### config.mk
export PLATFORM = sky130hd
export DESIGN_NAME = wb_stage
export DESIGN_NICKNAME = d
export VERILOG_FILES = /design/src/rtl/wb_stage.sv
export SDC_FILE = /design/constraint.sdc
export NUM_CORES = 1
export LEC_CHECK = 0
export ABC_AREA = 1
export BUFFER_PORTS_ARGS = -buffer_cell sky130_fd_sc_hd__buf_2
export CAP_MARGIN = 20
export CORE_MARGIN = 5
export CORE_UTILIZATION = 55
export CTS_CLUSTER_DIAMETER = 150
export DETAILED_ROUTE_END_ITERATION = 10
export PLACE_DENSITY = 0.95
export SYNTH_ARGS = -nofsm -noshare
export SYNTH_HDL_FRONTEND = slang
export SYNTH_SLANG_ARGS = --single-unit
export TNS_END_PERCENT = 100
### constraint.sdc
create_clock -name clk -period 3.29 [get_ports clk]
set_input_delay 0.329 -clock clk [delete_from_list [all_inputs] [get_ports clk]]
set_output_delay 0.329 -clock clk [all_outputs]
set_load 0.02 [all_outputs]
### src/rtl/wb_stage.sv
// Write-back stage: selects ALU, load or PC+4 result and drives the register-file write port.
// Optional instret counter when WB_INSTRET_EN is defined.
module wb_stage (
    input  logic        clk,
    input  logic        rest,
    input  logic        in_valid,
    output logic        in_ready,
    input  logic [4:0]  in_rd_a,
    input  logic [1:0]  in_wb_sel,
    input  logic [31:0] in_alu_dt,
    input  logic [31:0] in_pc,
    input  logic [2:0]  in_funct3,
    input  logic [1:0]  in_addr_lo,
    input  logic        mem_rvalid,
    input  logic [31:0] mem_rdata,
    output logic        we,
    output logic [4:0]  rd_a,
    output logic [31:0] rd_dt,
    output logic        retire
`ifdef WB_INSTRET_EN
    ,
    output logic [31:0] instret
`endif
);

    typedef enum logic [1:0] {
        IDLE     = 2'd0,
        WAIT_MEM = 2'd1,
        WRITE    = 2'd2
    } state_t;

    localparam logic [1:0] SEL_ALU  = 2'b00;
    localparam logic [1:0] SEL_LOAD = 2'b01;
    localparam logic [1:0] SEL_NONE = 2'b11;

    state_t      r_state;
    state_t      w_state_nxt;

    logic [4:0]  r_ld_rd;
    logic [2:0]  r_ld_f3;
    logic [1:0]  r_ld_lo;

    logic        r_we;
    logic        r_retire;
    logic [4:0]  r_rd_a;
    logic [31:0] r_rd_dt;

    logic        w_ready;
    logic        w_acc;
    logic        w_we_nxt;
    logic        w_ret_nxt;
    logic [4:0]  w_rd_nxt;
    logic [31:0] w_dt_nxt;
    logic [7:0]  w_byte;
    logic [15:0] w_half;
    logic [31:0] w_ld_dt;

    // State register
    always_ff @(posedge clk or negedge rest) begin
        if (!rest) begin
            r_state <= IDLE;
        end else begin
            r_state <= w_state_nxt;
        end
    end

    // Next-state logic
    always_comb begin
        w_state_nxt = r_state;
        case (r_state)
            IDLE, WRITE: begin
                if (w_acc) begin
                    w_state_nxt = (in_wb_sel == SEL_LOAD) ? WAIT_MEM : WRITE;
                end else begin
                    w_state_nxt = IDLE;
                end
            end
            WAIT_MEM: begin
                w_state_nxt = mem_rvalid ? WRITE : WAIT_MEM;
            end
            default: w_state_nxt = IDLE;
        endcase
    end

    // Pick the addressed byte / halfword out of the aligned load word
    always_comb begin
        w_byte = mem_rdata[7:0];
        case (r_ld_lo)
            2'd0: w_byte = mem_rdata[7:0];
            2'd1: w_byte = mem_rdata[15:8];
            2'd2: w_byte = mem_rdata[23:16];
            2'd3: w_byte = mem_rdata[31:24];
            default: w_byte = mem_rdata[7:0];
        endcase
        w_half = r_ld_lo[1] ? mem_rdata[31:16] : mem_rdata[15:0];
    end

    // Sign/zero extension by load type; unknown codes take the full word
    always_comb begin
        w_ld_dt = mem_rdata;
        case (r_ld_f3)
            3'b000:  w_ld_dt = {{24{w_byte[7]}}, w_byte};
            3'b100:  w_ld_dt = {24'd0, w_byte};
            3'b001:  w_ld_dt = {{16{w_half[15]}}, w_half};
            3'b101:  w_ld_dt = {16'd0, w_half};
            default: w_ld_dt = mem_rdata;
        endcase
    end

    // Output logic: handshake and next values of the registered write port
    always_comb begin
        w_ready   = (r_state != WAIT_MEM);
        w_acc     = in_valid && w_ready;
        w_we_nxt  = 1'b0;
        w_ret_nxt = 1'b0;
        w_rd_nxt  = r_rd_a;
        w_dt_nxt  = r_rd_dt;
        if (r_state == WAIT_MEM) begin
            if (mem_rvalid) begin
                w_ret_nxt = 1'b1;
                w_we_nxt  = (r_ld_rd != 5'd0);
                w_rd_nxt  = r_ld_rd;
                w_dt_nxt  = w_ld_dt;
            end
        end else if (w_acc && (in_wb_sel != SEL_LOAD)) begin
            w_ret_nxt = 1'b1;
            w_we_nxt  = (in_rd_a != 5'd0) && (in_wb_sel != SEL_NONE);
            if (in_wb_sel != SEL_NONE) begin
                w_rd_nxt = in_rd_a;
                w_dt_nxt = (in_wb_sel == SEL_ALU) ? in_alu_dt
                                                  : in_pc + 32'd4;
            end
        end
    end

    // Capture load context at accept; it is used when the data returns
    always_ff @(posedge clk or negedge rest) begin
        if (!rest) begin
            r_ld_rd <= 5'd0;
            r_ld_f3 <= 3'd0;
            r_ld_lo <= 2'd0;
        end else if (w_acc && (in_wb_sel == SEL_LOAD)) begin
            r_ld_rd <= in_rd_a;
            r_ld_f3 <= in_funct3;
            r_ld_lo <= in_addr_lo;
        end
    end

    // Registered write port and retire pulse
    always_ff @(posedge clk or negedge rest) begin
        if (!rest) begin
            r_we     <= 1'b0;
            r_retire <= 1'b0;
            r_rd_a   <= 5'd0;
            r_rd_dt  <= 32'd0;
        end else begin
            r_we     <= w_we_nxt;
            r_retire <= w_ret_nxt;
            r_rd_a   <= w_rd_nxt;
            r_rd_dt  <= w_dt_nxt;
        end
    end

`ifdef WB_INSTRET_EN
    logic [31:0] r_instret;

    // Retired-instruction counter, wraps naturally
    always_ff @(posedge clk or negedge rest) begin
        if (!rest) begin
            r_instret <= 32'd0;
        end else if (r_retire) begin
            r_instret <= r_instret + 32'd1;
        end
    end

    assign instret = r_instret;
`endif

    assign in_ready = w_ready;
    assign we       = r_we;
    assign retire   = r_retire;
    assign rd_a     = r_rd_a;
    assign rd_dt    = r_rd_dt;

endmodule

== After elaboration in Yosys (flattened, before gate mapping) ==
Index checks and enable logic that the tools add are counted.
Widths: inputs -> output; s select.
Operators by class
  reductions and logical operators: 14
  equality and inequality tests: 13
  $add $sub $neg: 1
  mux-type cells: 22
Operators with widths (number)
  $mux 32: 5
  $pmux 32 s4: 1
  $add 32x3->32 const B: 1
  $pmux 8 s4: 1
  $mux 5: 4
  $mux 16: 1
  $reduce_bool 5->1: 2
  $eq 2x1->1 const B: 3
  $eq 2x2->1 const B: 3
  $eq 3x3->1 const B: 2
  $logic_not 2->1: 3
  $mux 1: 6
  $mux 2: 3
  $logic_and 1x1->1: 4
  $ne 2x1->1 const B: 2
  $ne 2x2->1 const B: 2
  $pmux 2 s2: 1
  $reduce_bool 2->1: 2
  $eq 3x1->1 const B: 1
  $logic_not 3->1: 1
  $reduce_and 3->1: 1
  $reduce_or 2->1: 1
Storage, ports and cells
  input bits: 112
  flip-flop bits (word level): 51
  logic and storage cells: 58
  output and inout bits: 40

== Depth between registers and ports, before layout ==
  depth in word-level cells: 5
  gate-level depth with buffers: 12
  gate-level depth less buffers: 12

== Worst setup path after synthesis ==
Ideal clock, no wire load.
  path kind: reg2reg
  start: register r_state[0]
  end: register r_rd_dt[2] (netlist: rd_dt[2])
  stages on the path, launching flop included: 7
  path slack: 1.881 ns
  arrival time: 1.327 ns
  buffers on the path: 1
  clock period less this slack: 1.409 ns
  library setup time: 0.082 ns
  path through: dfrtp_1 -> inv_2 -> nor2_8 -> inv_4 -> clkbuf_1 -> o211ai_1 -> a31oi_1
Between the ends
  cells in the longest elaborated chain, start to end: 5
RTL lines
  from (decl): line 36  | state_t r_state;
  from (signal assigned): line 63  | r_state <= w_state_nxt;
  $ne 2x1->1: line 112  | w_ready = (r_state != WAIT_MEM);
  via in_ready: line 7  | output logic in_ready,
  $logic_and 1x1->1: line 113  | w_acc = in_valid && w_ready;
  $logic_and 1x1->1: line 125  | end else if (w_acc && (in_wb_sel != SEL_LOAD)) begin
  $reduce_bool 2->1 (no source line)
  $reduce_and 3->1 (no source line)
  to (signal assigned): line 160  | r_rd_dt <= w_dt_nxt;
  to (decl): line 46  | logic [31:0] r_rd_dt;
The timed path passes the listed nets, and every way through them passes these cells.
A chain may end at the register's enable or synchronous reset.

== Worst setup path in the final report ==
  start: register r_state[1]
  end: register r_rd_dt[30] (netlist: rd_dt[30])
Between the ends
  cells in the longest elaborated chain, start to end: 5
RTL lines (line)
  $ne 2x1->1: 112
  $logic_and 1x1->1: 113
  $logic_and 1x1->1: 125
  $reduce_bool 2->1 (no source line)
  $reduce_and 3->1 (no source line)
Parallel ways exist; a longest one is shown, timed or not.

==> results.yml <==
sta:
  timing.slew.headroom: 0.606
  setup_viol: 0
  hold_viol_final: 0
  finalCritPeriodShare: 0.646
  finalCriticalPeriod_ns: 2.13
  worstMarginPinSlew_ns: 0.592
  rsz0062_at_grt: "no"
  fin_setup_tns_ns: 0
  max_freq_mhz: 470
  finClkSkew_ns: 0.0132
  final-max-slew-violation-count: 0
place:
  hpwl_um: 11700
  io_buffers: 151
  dpl_cell_area_um2: 4910
  routabilityCongestion: 0.924
synthesis:
  synth_top_area_cell: "dfrtp_1"
  ys_ff_latch: 51
  synth_top_area_frac: 0.306
  avgSynthCellArea_um2: 6.05
  synthTopCellsByArea: "dfrtp_1 31%, nand2_1 24%, nor2_1 7.4%"
  syn_nets: 802
  syn_area_um2: 4170
  ys_types: 39
  synth_compound_area_frac: 0.138
  synth.area.mux_share: 0.00811
  synthCells: 689
  synth_top_family_by_area: "simple AND/OR/NAND/NOR gates"
  yosys.area_share.adder: 0.00300
  synth-simple-area-share: 0.437
  ys_warn_count: 0
  synth_xor_area_frac: 0.0147
  synth_seq_area_share: 0.306
floorplanning:
  coreArea_um2: 7330
  rows: 31
  initial_utilization: 0.568
  die_y_um: 97.0
  die_w_um: 97.0
  fp.dieArea_um2: 9410
  io_pins: 152
setup_path:
  crit_arrival_ns: 2.37
  slowest_delay_ns: 0.51
  cp_max_fo: 47
  r2r_end: "rd_dt[30]$_DFFE_PN0P_"
  cp_cell_sequence: "nor2_8, nand2_1, nand2_2, buf_4, nand2_1, inv_1, nand2_1, nand2_1"
  crit_type: "reg2reg"
  crit_path_start_kind: "flop"
  worst_ep_required_time_ns: 3.53
  crit_path_end_kind: "flop"
  crit_top_cell: "nand2_1"
  r2r_setup_slack_ns: 1.16
  cp_slowest_cell: "nor2_8"
  ff2ff_path_depth: 8
  worstReg2RegStart: "r_state[1]$_DFF_PN0_"
global_routing:
  grt_pass1_vias: 4752
  grt_overflow: 0
  grt_pass1_wl_um: 23100
  grt.total_usage: 0.293
  grt_max_degree: 52
  antenna_found_initial: 0
drt:
  drt_iter0_drc: 345
  dr.pass1.iters: 5
  wl_um: 14600
  ant_nets: 0
  wl_per_cell_um: 15.8
  drc: 0
  num_vias: 5078
  vias_per_cell: 5.49
power_and_ir_drop:
  pwr-share-comb: 0.422
  leakage_nw: 2.71
  p_sw_frac: 0.431
  ir_worst_vdd_uv: 290
  p_int_w: 0.00122
  p_seq_frac: 0.403
  netSwitchingPower_w: 0.000929
  p_clk_frac: 0.174
  cellPowerDensity_nw_per_um2: 428
cells_and_area:
  insertedDiodeCount: 0
  final_cell_mix: "267 x nand2_1, 151 x buf_2, 81 x nor2_1, 61 x nand3_1, 53 x a21oi_1"
  areaGrowthSynthToFinish_pct: 20.8
  design_area_um2: 5030
  fin_util: 0.687
  layout_commonest_cell: "nand2_1"
  drive_above_1_share: 0.240
  layout.nets: 938
clocking:
  clockBufferDepth: 2
  clkSlewWorstSetupHoldPaths_ns: 0.10
  cts-root-buf: "clkbuf_8"
  numClockSinks: 51
  clkLatencyLatePin_ns: 0.31
  cts_made_buffers: 5
  cts_tree: "yes"
  h-tree-depth: 2
flow_run:
  drv_cap: 0
status:
  status: "completed"
hold_path:
  hold_depth: 2
  min_to: "r_state[0]$_DFF_PN0_"
  hp-class: "in2reg"
  hold_path_startpoint: "mem_rvalid"
==> critical path, delay by kind of cell (launching register included) <==
family / cells / cell delay [ns]
simple gates: 6 / 1.13
flops: 1 / 0.44
buf+inv: 2 / 0.47
==> kinds of logic (layout without fill, tap and decap cells) <==
logic type	Yosys count	in the layout
buffers and inverters	85	222
flip-flops	51	51
XOR/XNOR	7	7
AND/OR/NAND/NOR	438	438
AO/OA/AOI/OAI	104	104
adder cells (fa/ha/maj)	1	1
multiplexers	3	3
==> layout make-up <==
cell class / instances / area, µm²
clock buffers: 5 / 68.8
clock inverters: 3 / 22.5
fillers: 679 / 2300
inverters: 57 / 219
multi-input cells: 553 / 2510
flip-flops and latches: 51 / 1280
well taps: 99 / 124
repair buffers: 157 / 816
==> cells in the mapped netlist, drive strengths merged <==
| cell | number |
|---|---|
| nor3b | 1 |
| clkbuf | 11 |
| nand4 | 1 |
| a22oi | 5 |
| o211ai | 6 |
| nand2b | 1 |
| nand3 | 64 |
| o21ai | 22 |
| a31oi | 11 |
| nor3 | 3 |
| xnor2 | 2 |
| inv | 55 |
| clkinv | 2 |
| a21oi | 54 |
| o22ai | 3 |
| nand3b | 2 |
| buf | 17 |
| or3 | 1 |
| dfrtp | 51 |
| xor2 | 5 |
| mux2 | 3 |
| or2 | 3 |
| nand2 | 271 |
| o21bai | 3 |
| nor2 | 91 |
| ha | 1 |
==> registers in the layout (all words and copies together) (netlist names) <==
name,cells
r_ld_f3,3
r_ld_lo,2
r_ld_rd,5
r_state,2
rd_a,5
rd_dt,32
retire,1
we,1
==> power groups by stage <==
stage | sequential (W) | combinational, W | clock [W]
finish | 0.000868 | 0.000910 | 0.000376
global route | 0.000883 | 0.00100 | 0.000406
CTS | 0.000865 | 0.000901 | 0.000378
detailed placement | 0.000874 | 0.000898 | 0
global placement | 0.000868 | 0.000877 | 0
floorplan | 0.000987 | 0.000450 | 0
==> routing by layer <==
metal	vias to the layer above	routed length [µm]	track usage
li1	2478	-	-
met1	2281	6020	0.393
met2	286	6760	0.476
met3	33	1360	0.0540
met4	0	431	0.0961
met5	-	0	0
==> through the flow <==
step / setup WS (ns) / hold slack (ns) / instances / power [W]
2_1_floorplan: 1.88 / 0.0334 / 689 / 0.00144
3_3_place_gp: 1.35 / 0.459 / 915 / 0.00175
3_5_place_dp: 1.22 / 0.463 / 915 / 0.00177
4_1_cts: 1.18 / 0.232 / 923 / 0.00214
5_1_grt: 0.951 / 0.238 / 925 / 0.00229
6_report: 1.16 / 0.241 / 925 / 0.00215
==> worst max-delay path by stage <==
| stage | endpoint | slack (ns) | startpoint |
|---|---|---|---|
| floorplan | rd_dt[2]$_DFFE_PN0P_ | 1.88 | r_state[0]$_DFF_PN0_ |
| global placement | rd_dt[26]$_DFFE_PN0P_ | 1.35 | r_state[1]$_DFF_PN0_ |
| detailed placement | rd_dt[30]$_DFFE_PN0P_ | 1.22 | r_state[1]$_DFF_PN0_ |
| CTS | rd_dt[30]$_DFFE_PN0P_ | 1.18 | r_state[1]$_DFF_PN0_ |
| global route | rd_dt[30]$_DFFE_PN0P_ | 0.95 | r_state[0]$_DFF_PN0_ |
| finish | rd_dt[30]$_DFFE_PN0P_ | 1.16 | r_state[1]$_DFF_PN0_ |
==> timing repair <==
item,4_1_cts,5_1_grt
hold endpoints to repair,0,9
gates resized for setup,0,0
hold buffers,0,1
setup buffers,0,0
Power figures use the tool's default switching activity.
